$ cat src/rtl/game_pkg.sv
// Shared types and constants for the street-crossing game.
// Round states, BCD limits and default round settings.
package game_pkg;

    typedef enum logic [2:0] {
        ST_IDLE  = 3'd0,
        ST_RUN   = 3'd1,
        ST_PAUSE = 3'd2,
        ST_WIN   = 3'd3,
        ST_LOSE  = 3'd4
    } state_t;

    localparam logic [11:0] BCD_MAX = 12'h999;

    localparam int DEF_LIVES = 3;

    localparam logic [11:0] DEF_TIME_LIMIT_BCD = 12'h060;

    // Legal BCD orders the same as plain binary.
    function automatic logic bcd_lt(
        input logic [11:0] a,
        input logic [11:0] b
    );
        return a < b;
    endfunction

    // Lives never wrap below zero.
    function automatic logic [2:0] lives_dec(
        input logic [2:0] l
    );
        return (l == 3'd0) ? 3'd0 : l - 3'd1;
    endfunction

endpackage

$ cat src/rtl/key_event.sv
// Pushbutton conditioner: 2-FF synchroniser plus rising-edge pulse.
// A held key yields a single one-cycle event.
module key_event (
    input  logic CLOCK_50,
    input  logic resetn,
    input  logic key,
    output logic evt
);

    logic s1;
    logic s2;
    logic s3;

    // Synchronise the raw key and keep one delayed copy for edge detect.
    always_ff @(posedge CLOCK_50 or negedge resetn) begin
        if (!resetn) begin
            s1 <= 1'b0;
            s2 <= 1'b0;
            s3 <= 1'b0;
        end else begin
            s1 <= key;
            s2 <= s1;
            s3 <= s2;
        end
    end

    assign evt = s2 & ~s3;

endmodule

$ cat src/rtl/round_ctrl.sv
// Round supervisor: start/pause/win/lose FSM, lives, best time.
// Drives the BCD seconds counter enable and its clear pulse.
module round_ctrl
    import game_pkg::*;
#(
    parameter int          LIVES          = DEF_LIVES,
    parameter logic [11:0] TIME_LIMIT_BCD = DEF_TIME_LIMIT_BCD
) (
    input  logic        CLOCK_50,
    input  logic        resetn,
    input  logic        start_key,
    input  logic        pause_key,
    input  logic        hit,
    input  logic        goal,
    input  logic [11:0] time_bcd,
    output logic        count_en,
    output logic        count_clr_n,
    output logic        respawn,
    output logic [2:0]  lives,
    output logic [11:0] best_bcd,
    output logic [2:0]  state
);

    localparam logic [2:0] LIVES_INIT = 3'(LIVES);

    state_t st;
    logic   start_evt;
    logic   pause_evt;
    logic   hit_q;
    logic   hit_evt;
    logic   timeout;

    key_event u_start (
        .CLOCK_50 (CLOCK_50),
        .resetn   (resetn),
        .key      (start_key),
        .evt      (start_evt)
    );

    key_event u_pause (
        .CLOCK_50 (CLOCK_50),
        .resetn   (resetn),
        .key      (pause_key),
        .evt      (pause_evt)
    );

    assign hit_evt = hit & ~hit_q;
    assign timeout = time_bcd >= TIME_LIMIT_BCD;
    assign state   = st;

    // Remember last hit level so a long overlap costs one life.
    always_ff @(posedge CLOCK_50 or negedge resetn) begin
        if (!resetn) begin
            hit_q <= 1'b0;
        end else begin
            hit_q <= hit;
        end
    end

    // Round FSM with registered counter controls, lives and best time.
    always_ff @(posedge CLOCK_50 or negedge resetn) begin
        if (!resetn) begin
            st          <= ST_IDLE;
            lives       <= 3'd0;
            best_bcd    <= BCD_MAX;
            count_en    <= 1'b0;
            count_clr_n <= 1'b0;
            respawn     <= 1'b0;
        end else begin
            respawn     <= 1'b0;
            count_clr_n <= 1'b1;
            count_en    <= 1'b0;
            unique case (st)
                ST_IDLE, ST_WIN, ST_LOSE: begin
                    if (start_evt) begin
                        st          <= ST_RUN;
                        lives       <= LIVES_INIT;
                        count_clr_n <= 1'b0;
                        respawn     <= 1'b1;
                        count_en    <= 1'b1;
                    end
                end
                ST_RUN: begin
                    if (goal) begin
                        st <= ST_WIN;
                        if (bcd_lt(time_bcd, best_bcd)) begin
                            best_bcd <= time_bcd;
                        end
                    end else if (hit_evt) begin
                        if (lives <= 3'd1) begin
                            lives <= 3'd0;
                            st    <= ST_LOSE;
                        end else begin
                            lives    <= lives_dec(lives);
                            respawn  <= 1'b1;
                            count_en <= 1'b1;
                        end
                    end else if (timeout) begin
                        st <= ST_LOSE;
                    end else if (pause_evt) begin
                        st <= ST_PAUSE;
                    end else begin
                        count_en <= 1'b1;
                    end
                end
                ST_PAUSE: begin
                    if (pause_evt) begin
                        st       <= ST_RUN;
                        count_en <= 1'b1;
                    end
                end
                default: begin
                    st <= ST_IDLE;
                end
            endcase
        end
    end

endmodule

$ cat config.mk
export PLATFORM = sky130hd
export DESIGN_NAME = round_ctrl
export DESIGN_NICKNAME = d
export VERILOG_FILES = /design/src/rtl/game_pkg.sv /design/src/rtl/key_event.sv /design/src/rtl/round_ctrl.sv
export SDC_FILE = /design/constraint.sdc
export NUM_CORES = 1
export LEC_CHECK = 0
export ABC_AREA = 1
export BUFFER_PORTS_ARGS = -buffer_cell sky130_fd_sc_hd__buf_2
export CORE_ASPECT_RATIO = 1.2
export CORE_MARGIN = 5
export CORE_UTILIZATION = 49
export DETAILED_ROUTE_END_ITERATION = 7
export PLACE_DENSITY_LB_ADDON = 0.08
export SYNTH_ARGS = -nofsm -noshare
export SYNTH_HDL_FRONTEND = slang
export SYNTH_SLANG_ARGS = --single-unit
$ cat constraint.sdc
create_clock -name CLOCK_50 -period 1.8 [get_ports CLOCK_50]
set_input_delay 0.36 -clock CLOCK_50 [delete_from_list [all_inputs] [get_ports CLOCK_50]]
set_output_delay 0.36 -clock CLOCK_50 [all_outputs]
set_load 0.01 [all_outputs]
# Word level (Yosys, flattened, before mapping)
# Cells that the tools add are included.
# totals
register_bits	28
in_bits	18
out_inout_bits	21
elab_cells	67
# classes
add_sub_neg	1
n_lt_le_gt_ge	3
n_eq_ne	10
mux	27
bitwise	6
n_reduce_logical	7
# op_table
cell	n
two-way mux 3 bit	12
greater-or-equal comparator 12 x 7 -> 1 bit, second input constant	1
less-than comparator 12 bit	1
two-way mux 1 bit	11
case mux 3 bit (3 select lines)	1
inequality test 2 bit, second input constant	4
AND reduction 4 bit	2
== test 3 x 2 -> 1 bit, second input constant	2
zero test 3 bit	2
case mux 3 bit (2 select lines)	1
inequality test 5 bit, second input constant	1
inequality test 4 bit, second input constant	1
bitwise AND 1 bit	3
== test 3 x 1 -> 1 bit, second input constant	1
== test 3 bit, second input constant	1
less-or-equal comparator 3 x 1 -> 1 bit, second input constant	1
NOT 1 bit	3
case mux 1 bit (3 select lines)	1
AND reduction 3 bit	1
OR reduction 3 bit	1
subtractor 3 x 1 -> 3 bit, second input constant	1
case mux 1 bit (2 select lines)	1
nonzero test 2 bit	1

# Logic depth before layout (Yosys ltp)
# Gate-level depths: netlist of the first run.
# logic_depth
word_depth	7
mapped_depth	11
mapped_depth_nobuf	10

# Cells and area by module
# From an unflattened synthesis of the first run, not the netlist that was laid out.
# unflattened
hier_cells	198
hier_area_um2	1601.5
# by_module_without_submodules
mod	n_inst	cells_each	area_per_inst_um2	seq_area_each_um2
round_ctrl	1	188	1431.4	558.0
key_event	2	5	85.1	75.1

# Worst setup path before layout of the first run
# OpenSTA, ideal clock, no wires.
# synth_path
path_kind	register to register
start	register best_bcd[11]
end	register best_bcd[1]
arrival_time_ps	1664
required_time_ps	1734
slack_ps	71
stages_incl_launch_ff	11
path_cell_list	dfstp_2 -> inv_1 -> ha_1 -> nand2_1 -> inv_1 -> nand3_1 -> nor2_1 -> nand2_1 -> clkbuf_1 -> nand3_1 -> nand2_1
# synth_via
elab_chain_len	2
# synth_rtl
element	line_no	source
start, declared	round_ctrl.sv:20	output logic [11:0] best_bcd,
start signal, assigned	round_ctrl.sv:87	best_bcd <= time_bcd;
less-than comparator 12 bit	game_pkg.sv:24	return a < b;
AND reduction 3 bit (no source line)	n/a	
# No other way between the ends.
# A chain may end at the register's enable or synchronous reset.

# Worst setup path after layout of the first run
# layout_path
start	register best_bcd[11]
end	register best_bcd[8]
# Same word-level chain as after synthesis.

==> flow_summary.yaml, run 1 <==
run_status:
  outcome: "finished, final reports clean"
layout:
  final_net_count: 282
  seq_area_sq_um: 708
  fill_cells: 289
  regMostFlops: "best_bcd"
  final_area_sq_um: 2010
  final_cell_mix: "nand2_1 (64), buf_2 (38), inv_1 (33)"
  area_growth_pct: 28.0
  final_common_cell: "nand2_1"
  antenna_cells: 0
  multi_input_area_sq_um: 813
  final_cell_count_no_fill: 286
  largest_reg_flops: 12
  layout-drive-gt1-share: 0.312
clock_tree:
  clk_latency_ns: 0.33
  cts_num_sinks: 28
  cts_buffers: 3
  cts_tree: "built"
  cts_hold_buf: 0
  h-tree-depth: 1
  path_clk_slew_ns: 0.16
  cts_buffer_depth: 2
  clockRootBuffer: "clkbuf_4"
setup_path:
  cp-end-kind: "register"
  crit_fanout: 6
  worst-r2r-cell-count: 11
  worstSetupPathType: "reg2reg"
  r2r_end: "best_bcd[8]"
  cp-start-kind: "register"
  crit-reg2reg-launch: "best_bcd[11]"
  r2r_slack_ns: 0.04
  worstPathArrival_ns: 2.04
  crit_required_ns: 2.08
placed_design:
  port_buffers: 38
  dp_cells: 278
  post_dp_cell_area_sq_um: 1810
  pre_cts_ws_ns: 0.0217
  place_congestion: 0.814
  hpwl_microns: 2380
power_and_ir_drop:
  vdd_ir_drop_max_mv: 0.856
  powerDensity_nw_per_um2: 1420
  leakagePower_nw: 1.12
floorplan:
  initial_core_util: 0.510
  die_w_microns: 61.7
  die_h_microns: 72.1
  io_pins: 39
  coreArea_sq_um: 3080
  die_area_sq_um: 4450
  std_cell_rows: 22
timing:
  slew_headroom: 0.604
  fin_crit_sh: 0.979
  finalHoldViolations: 0
  whs_ns: 0.00231
  layout_setup_ws_ns: 0.0371
  rsz0062_at_grt: "true"
  period_minus_slack_ns: 1.76
  fin_worst_skew_ns: 0.0108
  tightest_slew_ns: 0.593
  setup_viol: 0
  slew_viol_final: 0
  fmaxAchievable_ghz: 0.567
grt:
  grt_pass1_vias: 1322
  grt_max_degree: 29
  grt_use_total: 0.155
  overflow: 0
  grt_pass1_wl_microns: 5380
  antenna_found_initial: 0
route:
  drtPass1Iterations: 4
  via_count: 1367
  wl_per_cell_microns: 11.8
  route.detailed.drc: 0
  drt_wl_total_microns: 3360
  postRouteAntennaNets: 0
  drt_iter0_drc: 29
  avgViaCountPerCell: 4.78
synth:
  synthCells: 204
  synth_area_sq_um: 1570
  yosys_warnings: 0
  syn_nets: 235
  ys_ff_latch: 28
  seq_area_frac_synth: 0.450
  avgSynthCellArea_sq_um: 7.71
  yosys.cell_types.count: 21
min_path:
  hold_class: "in2async"
job:
  maxCapViolations: 0
[report_power, final]
group	internal, mW	switching (mW)	total (mW)	leakage [nW]
registers	0.874	0.165	1.04	0.331
logic	0.569	0.829	1.40	0.758
clock network	0.225	0.191	0.416	0.0279
[how the worst max path moves through the flow]
stage,startpoint,end,slack [ns],cells after the start
floorplan,best_bcd[11],best_bcd[1],0.07,10
global placement,best_bcd[11],best_bcd[5],0.06,10
detailed placement,best_bcd[11],best_bcd[8],0.02,10
CTS,best_bcd[11],best_bcd[2],0.02,10
global route,best_bcd[7],best_bcd[2],-0.05,8
finish,best_bcd[11],best_bcd[8],0.04,11
[worst max-delay path, stage by stage, from the launching register on]
cell	delay (ns)
dfstp_2	0.57
inv_2	0.05
ha_4	0.27
nand2_4	0.05
inv_1	0.09
nand3_2	0.10
nor2_1	0.12
nand2_2	0.10
buf_12	0.14
nand2_4	0.09
nand2_1	0.08
nand2_2	0.07
[synth_stat cells]
cell | number | area [sq um]
nand2_1 | 67 | 251
inv_1 | 34 | 128
dfrtp_1 | 22 | 551
nand3_1 | 21 | 105
nor2_1 | 15 | 56.3
ha_1 | 13 | 163
a21oi_1 | 7 | 35.0
dfstp_2 | 6 | 158
o21ai_0 | 5 | 25.0
nand3_2 | 2 | 20.0
o211ai_1 | 2 | 15.0
and2_1 | 1 | 6.26
buf_4 | 1 | 7.51
buf_6 | 1 | 11.3
clkbuf_1 | 1 | 3.75
inv_2 | 1 | 3.75
nand2_2 | 1 | 6.26
nor2_2 | 1 | 6.26
nor2_4 | 1 | 11.3
nor3_1 | 1 | 5.00
o21ai_1 | 1 | 5.00
[cells by family (layout without fill, tap and decap cells)]
logic type	Yosys count	count (layout)	share of synthesized area
AND/OR/NAND/NOR	110	111	0.298
buffers and inverters	38	83	0.0978
flip-flops	28	28	0.450
adder cells (fa/ha/maj)	13	13	0.103
AO/OA/AOI/OAI	15	15	0.0509
[repair_timing]
action	4_1_cts	5_1_grt
gates resized for setup	1	24
buffers inserted	0	3
setup endpoints to repair	4	12
gates cloned	0	1
pin swaps	0	16
[layer usage]
| metal | wire, microns | global-route usage | part of all wire | vias to the layer above |
|---|---|---|---|---|
| met5 | 0 | 0 | 0 | - |
| met4 | 42 | 0.0425 | 0.012 | 0 |
| met3 | 151 | 0.0214 | 0.045 | 6 |
| met2 | 1690 | 0.260 | 0.50 | 29 |
| met1 | 1480 | 0.204 | 0.44 | 610 |
| li1 | - | - | - | 722 |
[stage by stage]
| step | setup TNS [ns] | total power, mW | util |
|---|---|---|---|
| floorplan | 0 | 1.89 | - |
| global placement | 0 | 2.28 | 0.586 |
| detailed placement | 0 | 2.29 | 0.586 |
| CTS | 0 | 2.72 | 0.605 |
| global route | -0.258 | 3.14 | 0.653 |
| finish | 0 | 2.85 | 0.653 |
[area by class of cell]
class	instances	area share
clock buffer	3	0.0112
clock inverter	1	0.0149
inverter	35	0.0653
multi-input combinational	139	0.404
sequential	28	0.352
tap	36	0.0224
timing repair buffer	44	0.131
(Power assumes the default switching activity.)
==> run 2: changes to the inputs <==
--- a/config.mk
+++ b/config.mk
@@ -5,11 +5,11 @@
 export SDC_FILE = /design/constraint.sdc
 export NUM_CORES = 1
 export LEC_CHECK = 0
-export ABC_AREA = 1
 export BUFFER_PORTS_ARGS = -buffer_cell sky130_fd_sc_hd__buf_2
 export CORE_ASPECT_RATIO = 1.2
 export CORE_MARGIN = 5
 export CORE_UTILIZATION = 49
+export CTS_BUF_LIST = sky130_fd_sc_hd__clkbuf_4 sky130_fd_sc_hd__clkbuf_8
 export DETAILED_ROUTE_END_ITERATION = 7
 export PLACE_DENSITY_LB_ADDON = 0.08
 export SYNTH_ARGS = -nofsm -noshare
==> flow_summary.yaml, run 2 <==
run_status:
  outcome: "finished, violations left"
  violations: "negative setup slack"
floorplan:
  die_h_microns: 70.2
  coreArea_sq_um: 2840
  die_w_microns: 60.1
  initial_core_util: 0.521
  std_cell_rows: 21
  die_area_sq_um: 4220
  io_pins: 39
layout:
  area_growth_pct: 42.4
  final_cell_mix: "buf_2 (38), buf_4 (25), dfrtp_1 (22)"
  final_common_cell: "buf_2"
  largest_reg_flops: 12
  regMostFlops: "best_bcd"
  final_cell_count_no_fill: 231
  antenna_cells: 0
  final_net_count: 229
  fill_cells: 204
  layout-drive-gt1-share: 0.589
setup_path:
  crit_path_cell_trace: "inv_1, ha_4, nand3_1, nor3_2, o31a_1, nor3_4, buf_6, mux2_4"
  cpMaxStageDelayCell: "dfstp_2"
  crit_fanout: 5
  worstPathArrival_ns: 2.25
  r2r_end: "best_bcd[1]"
  crit_required_ns: 2.03
  cp_num_buf_inv: 2
  cp-end-kind: "register"
  worst-r2r-cell-count: 8
  r2r_slack_ns: -0.22
  cp-start-kind: "register"
  critPathMaxStageDelay_ns: 0.57
  worstSetupPathType: "reg2reg"
  crit_family: "flip-flops"
  crit-reg2reg-launch: "best_bcd[7]"
route:
  avgViaCountPerCell: 5.45
  wl_per_cell_microns: 15.9
  drtPass1Iterations: 4
  route.detailed.drc: 0
  postRouteAntennaNets: 0
  via_count: 1260
  drt_iter0_drc: 52
  drt_wl_total_microns: 3670
grt:
  grt_pass1_vias: 1378
  overflow: 0
  grt_max_degree: 29
  met3_usage: 0.0350
  grt_pass1_wl_microns: 6080
  busiest_layer: "met2"
  antenna_found_initial: 0
  gr-usage-met1: 0.221
  grt_use_total: 0.190
  met2_usage: 0.323
timing:
  fmaxAchievable_ghz: 0.496
  rsz0062_at_grt: "true"
  period_minus_slack_ns: 2.02
  whs_ns: 0.00214
  slew_viol_final: 0
  tns_ns: -2.20
  fin_worst_skew_ns: 0.00967
  finalHoldViolations: 0
  setup_viol: 12
  layout_setup_ws_ns: -0.217
  fin_crit_sh: 1.12
  tightest_slew_ns: 0.609
  slew_headroom: 0.594
synth:
  synthCells: 129
  synth_top_area_frac: 0.373
  synthArstFlopShare: 1.00
  yosys-top-cells-area: "dfrtp_1 (37%), ha_1 (11%), dfstp_2 (11%)"
  synth_enable_flop_cells: 0
  yosysMostFrequentCell: "dfrtp_1"
  netlist_top_cells_count: "dfrtp_1 (22), inv_1 (16), ha_1 (13)"
  yosys_warnings: 0
  yosys.cell_types.count: 37
  synth_area_sq_um: 1480
  ys_ff_latch: 28
  seq_area_frac_synth: 0.479
  syn_nets: 160
  avgSynthCellArea_sq_um: 11.5
  yosysTopAreaCell: "dfrtp_1"
  synth_ff_type: "dfrtp_1"
clock_tree:
  cts_tree: "built"
  cts_hold_buf: 0
  path_clk_slew_ns: 0.15
  h-tree-depth: 1
  cts_num_sinks: 28
  clockRootBuffer: "clkbuf_4"
  cts_buffers: 3
  cts_buffer_depth: 2
  clk_latency_ns: 0.34
placed_design:
  place_congestion: 0.893
  port_buffers: 38
  hpwl_microns: 2660
  dp_cells: 223
power_and_ir_drop:
  leakagePower_nw: 1.01
  vdd_ir_drop_max_mv: 1.18
  powerDensity_nw_per_um2: 1640
  finalPower_mw: 3.44
job:
  maxCapViolations: 0
min_path:
  hold_class: "in2async"
-- run 2: cell count changes after synthesis, sizes merged, moves of 4 or more --
cell | before | now
inv | 35 | 16
mux2 | 0 | 12
nand2 | 68 | 5
nand3 | 23 | 1
nor2 | 17 | 5
nor3 | 1 | 5
-- run 2: through the flow --
| step | utilization | setup WS [ns] | instance area (sq um) |
|---|---|---|---|
| global placement | 0.668 | -0.257 | 1900 |
| CTS | 0.713 | -0.193 | 2020 |
| floorplan | - | -0.173 | 1510 |
| finish | 0.742 | -0.217 | 2100 |
| global route | 0.742 | -0.268 | 2100 |
| detailed placement | 0.668 | -0.292 | 1900 |
-- run 2: layer usage --
layer	part of all wire	up-vias
li1	-	593
met1	0.38	613
met2	0.54	41
met3	0.047	13
met4	0.035	0
met5	0	-
-- run 2: area by class of cell --
class | count | area [sq um] | area share
multi-input combinational | 83 | 846 | 0.402
sequential | 28 | 708 | 0.337
clock buffer | 4 | 36.3 | 0.0172
tap | 34 | 42.5 | 0.0202
inverter | 16 | 60.1 | 0.0285
timing repair buffer | 66 | 412 | 0.196
-- run 2: how the worst max path moves through the flow --
| stage | start | to | slack [ns] | cells past startpoint |
|---|---|---|---|---|
| 6_report | best_bcd[7] | best_bcd[1] | -0.22 | 8 |
| 5_1_grt | best_bcd[1] | best_bcd[9] | -0.27 | 8 |
| 4_1_cts | best_bcd[11] | best_bcd[1] | -0.19 | 8 |
| 3_5_place_dp | time_bcd[9] | best_bcd[1] | -0.29 | 7 |
| 3_3_place_gp | time_bcd[9] | best_bcd[8] | -0.26 | 7 |
| 2_1_floorplan | best_bcd[3] | best_bcd[1] | -0.17 | 8 |
-- run 2: where the power goes --
part | switching [mW] | leakage, nW | internal (mW)
clock network | 0.189 | 0.0210 | 0.124
registers | 0.188 | 0.322 | 0.905
logic | 0.929 | 0.669 | 1.11
total | 1.31 | 1.01 | 2.14
-- run 2: cells by family (layout without fill, tap and decap cells) --
group                      Yosys count  count (layout)  synth area share
buffers and inverters               18              86            0.0559
and+or+nand+nor                     31              31             0.130
muxes                               13              13            0.0982
DFF                                 28              28             0.479
AOI/OAI and AO/OA                   26              26             0.126
adders and majority gates           13              13             0.110
-- run 2: what timing repair did --
item	CTS	global route
buffers inserted	1	3
setup endpoints to repair	12	15
pin swaps	5	3
gates resized for setup	17	10
gates cloned	0	0
==> run 3: changes to the inputs <==
--- a/config.mk
+++ b/config.mk
@@ -5,10 +5,11 @@
 export SDC_FILE = /design/constraint.sdc
 export NUM_CORES = 1
 export LEC_CHECK = 0
+export ABC_CLOCK_PERIOD_IN_PS = 1800
 export BUFFER_PORTS_ARGS = -buffer_cell sky130_fd_sc_hd__buf_2
 export CORE_ASPECT_RATIO = 1.2
 export CORE_MARGIN = 5
-export CORE_UTILIZATION = 49
+export CORE_UTILIZATION = 45
 export CTS_BUF_LIST = sky130_fd_sc_hd__clkbuf_4 sky130_fd_sc_hd__clkbuf_8
 export DETAILED_ROUTE_END_ITERATION = 7
 export PLACE_DENSITY_LB_ADDON = 0.08
==> flow_summary.yaml, run 3 (same netlist as run 2, synthesis figures left out) <==
power_and_ir_drop:
  p_clk_frac: 0.122
  vdd_ir_drop_max_mv: 1.23
  switching_share: 0.360
  p_int_mw: 2.20
  leakagePower_nw: 1.00
  seq_power_share: 0.314
  combPwrFrac: 0.564
  powerDensity_nw_per_um2: 1650
  power.switching_mw: 1.24
floorplan:
  io_pins: 39
  die_w_microns: 62.3
  die_area_sq_um: 4530
  die_h_microns: 72.8
  coreArea_sq_um: 3110
  initial_core_util: 0.475
  std_cell_rows: 22
setup_path:
  worstSetupPathType: "reg2reg"
  critPathMaxStageDelay_ns: 0.57
  crit_required_ns: 2.04
  worst-r2r-cell-count: 7
  cp-end-kind: "register"
  crit_path_cell_trace: "inv_2, ha_4, a211oi_4, o2111ai_2, nor3_4, buf_6, mux2_4"
  crit-reg2reg-launch: "best_bcd[8]"
  cpMaxStageDelayCell: "dfstp_2"
  cp-start-kind: "register"
  r2r_end: "best_bcd[2]"
  crit_fanout: 5
  r2r_slack_ns: -0.16
  worstPathArrival_ns: 2.19
clock_tree:
  path_clk_slew_ns: 0.16
  h-tree-depth: 1
  cts_num_sinks: 28
  cts_hold_buf: 0
  clk_latency_ns: 0.33
  cts_buffers: 3
  clockRootBuffer: "clkbuf_4"
  cts_tree: "built"
  cts_buffer_depth: 2
run_status:
  outcome: "finished, violations left"
  violations: "negative setup slack"
placed_design:
  hpwl_microns: 2580
  port_buffers: 38
  dp_cells: 225
  pre_cts_ws_ns: -0.307
  place_congestion: 0.918
  post_dp_cell_area_sq_um: 1900
layout:
  final_net_count: 227
  fill_cells: 240
  largest_reg_flops: 12
  final_cell_count_no_fill: 231
  layout-drive-gt1-share: 0.569
  antenna_cells: 0
  area_growth_pct: 41.2
  final_common_cell: "buf_2"
  final_cell_mix: "buf_2 (38), buf_4 (24), dfrtp_1 (22)"
  regMostFlops: "best_bcd"
  finish.utilization: 0.671
  final_area_sq_um: 2090
grt:
  antenna_found_initial: 0
  grt_pass1_vias: 1293
  grt_use_total: 0.160
  grt_max_degree: 29
  grt_pass1_wl_microns: 5910
  overflow: 0
route:
  route.detailed.drc: 0
  wl_per_cell_microns: 14.6
  via_count: 1211
  postRouteAntennaNets: 0
  drt_iter0_drc: 58
  drt_wl_total_microns: 3370
  drtPass1Iterations: 4
  avgViaCountPerCell: 5.24
timing:
  finalHoldViolations: 0
  fin_crit_sh: 1.09
  layout_setup_ws_ns: -0.157
  slew_viol_final: 0
  fin_worst_skew_ns: 0.00462
  fmaxAchievable_ghz: 0.511
  setup_viol: 12
  tightest_slew_ns: 0.621
  whs_ns: 0.0127
  rsz0062_at_grt: "true"
  slew_headroom: 0.586
  period_minus_slack_ns: 1.96
min_path:
  hold_class: "in2async"
job:
  maxCapViolations: 0
run 3: area by class of cell:
class,count,area (sq um),area share
multi-input cells,83,828,0.397
flip-flops and latches,28,708,0.339
repair buffers,64,393,0.188
inverters,16,60.1,0.0288
well taps,36,45.0,0.0216
clock inverters,1,30.0,0.0144
clock buffers,3,22.5,0.0108
run 3: critical path: cells and delay by family (launching register included):
kind / cells / cell delay [ns]
AO/OA/AOI/OAI: 2 / 0.36
flip-flops: 1 / 0.57
AND/OR/NAND/NOR: 1 / 0.26
buffers and inverters: 2 / 0.21
adder cells (fa/ha/maj): 1 / 0.15
multiplexers: 1 / 0.30
run 3: layer usage:
| metal | vias to the layer above | track usage | wire length [microns] |
|---|---|---|---|
| li1 | 586 | - | - |
| met1 | 589 | 0.194 | 1430 |
| met2 | 30 | 0.288 | 1740 |
| met3 | 6 | 0.0308 | 158 |
| met4 | 0 | 0.0495 | 52 |
| met5 | - | 0 | 0 |
run 3: stage by stage:
stage | TNS (ns) | power [mW]
6_report | -1.60 | 3.43
3_3_place_gp | -2.97 | 2.73
2_1_floorplan | -1.71 | 2.08
3_5_place_dp | -3.39 | 2.77
5_1_grt | -2.68 | 3.72
4_1_cts | -1.82 | 3.33
run 3: power groups by stage:
stage	clock [mW]	sequential (mW)	combinational (mW)
after floorplan	0	1.18	0.899
after global placement	0	1.07	1.66
after detailed placement	0	1.08	1.70
after CTS	0.424	1.08	1.83
after global routing	0.459	1.12	2.14
final	0.419	1.08	1.94
run 3: what timing repair did:
action,4_1_cts,5_1_grt
setup buffers,1,1
pin swaps,3,2
endpoints found under the hold margin,0,0
endpoints found under the setup margin,12,12
resized for setup,14,7
run 3: how the worst max path moves through the flow:
stage                      startpoint          end  slack (ns)
after detailed placement  time_bcd[9]  best_bcd[2]       -0.31
after CTS                 best_bcd[1]  best_bcd[2]       -0.17
after global routing      best_bcd[8]  best_bcd[2]       -0.25
after global placement    time_bcd[9]  best_bcd[0]       -0.27
after floorplan           best_bcd[3]  best_bcd[1]       -0.17
final                     best_bcd[8]  best_bcd[2]       -0.16
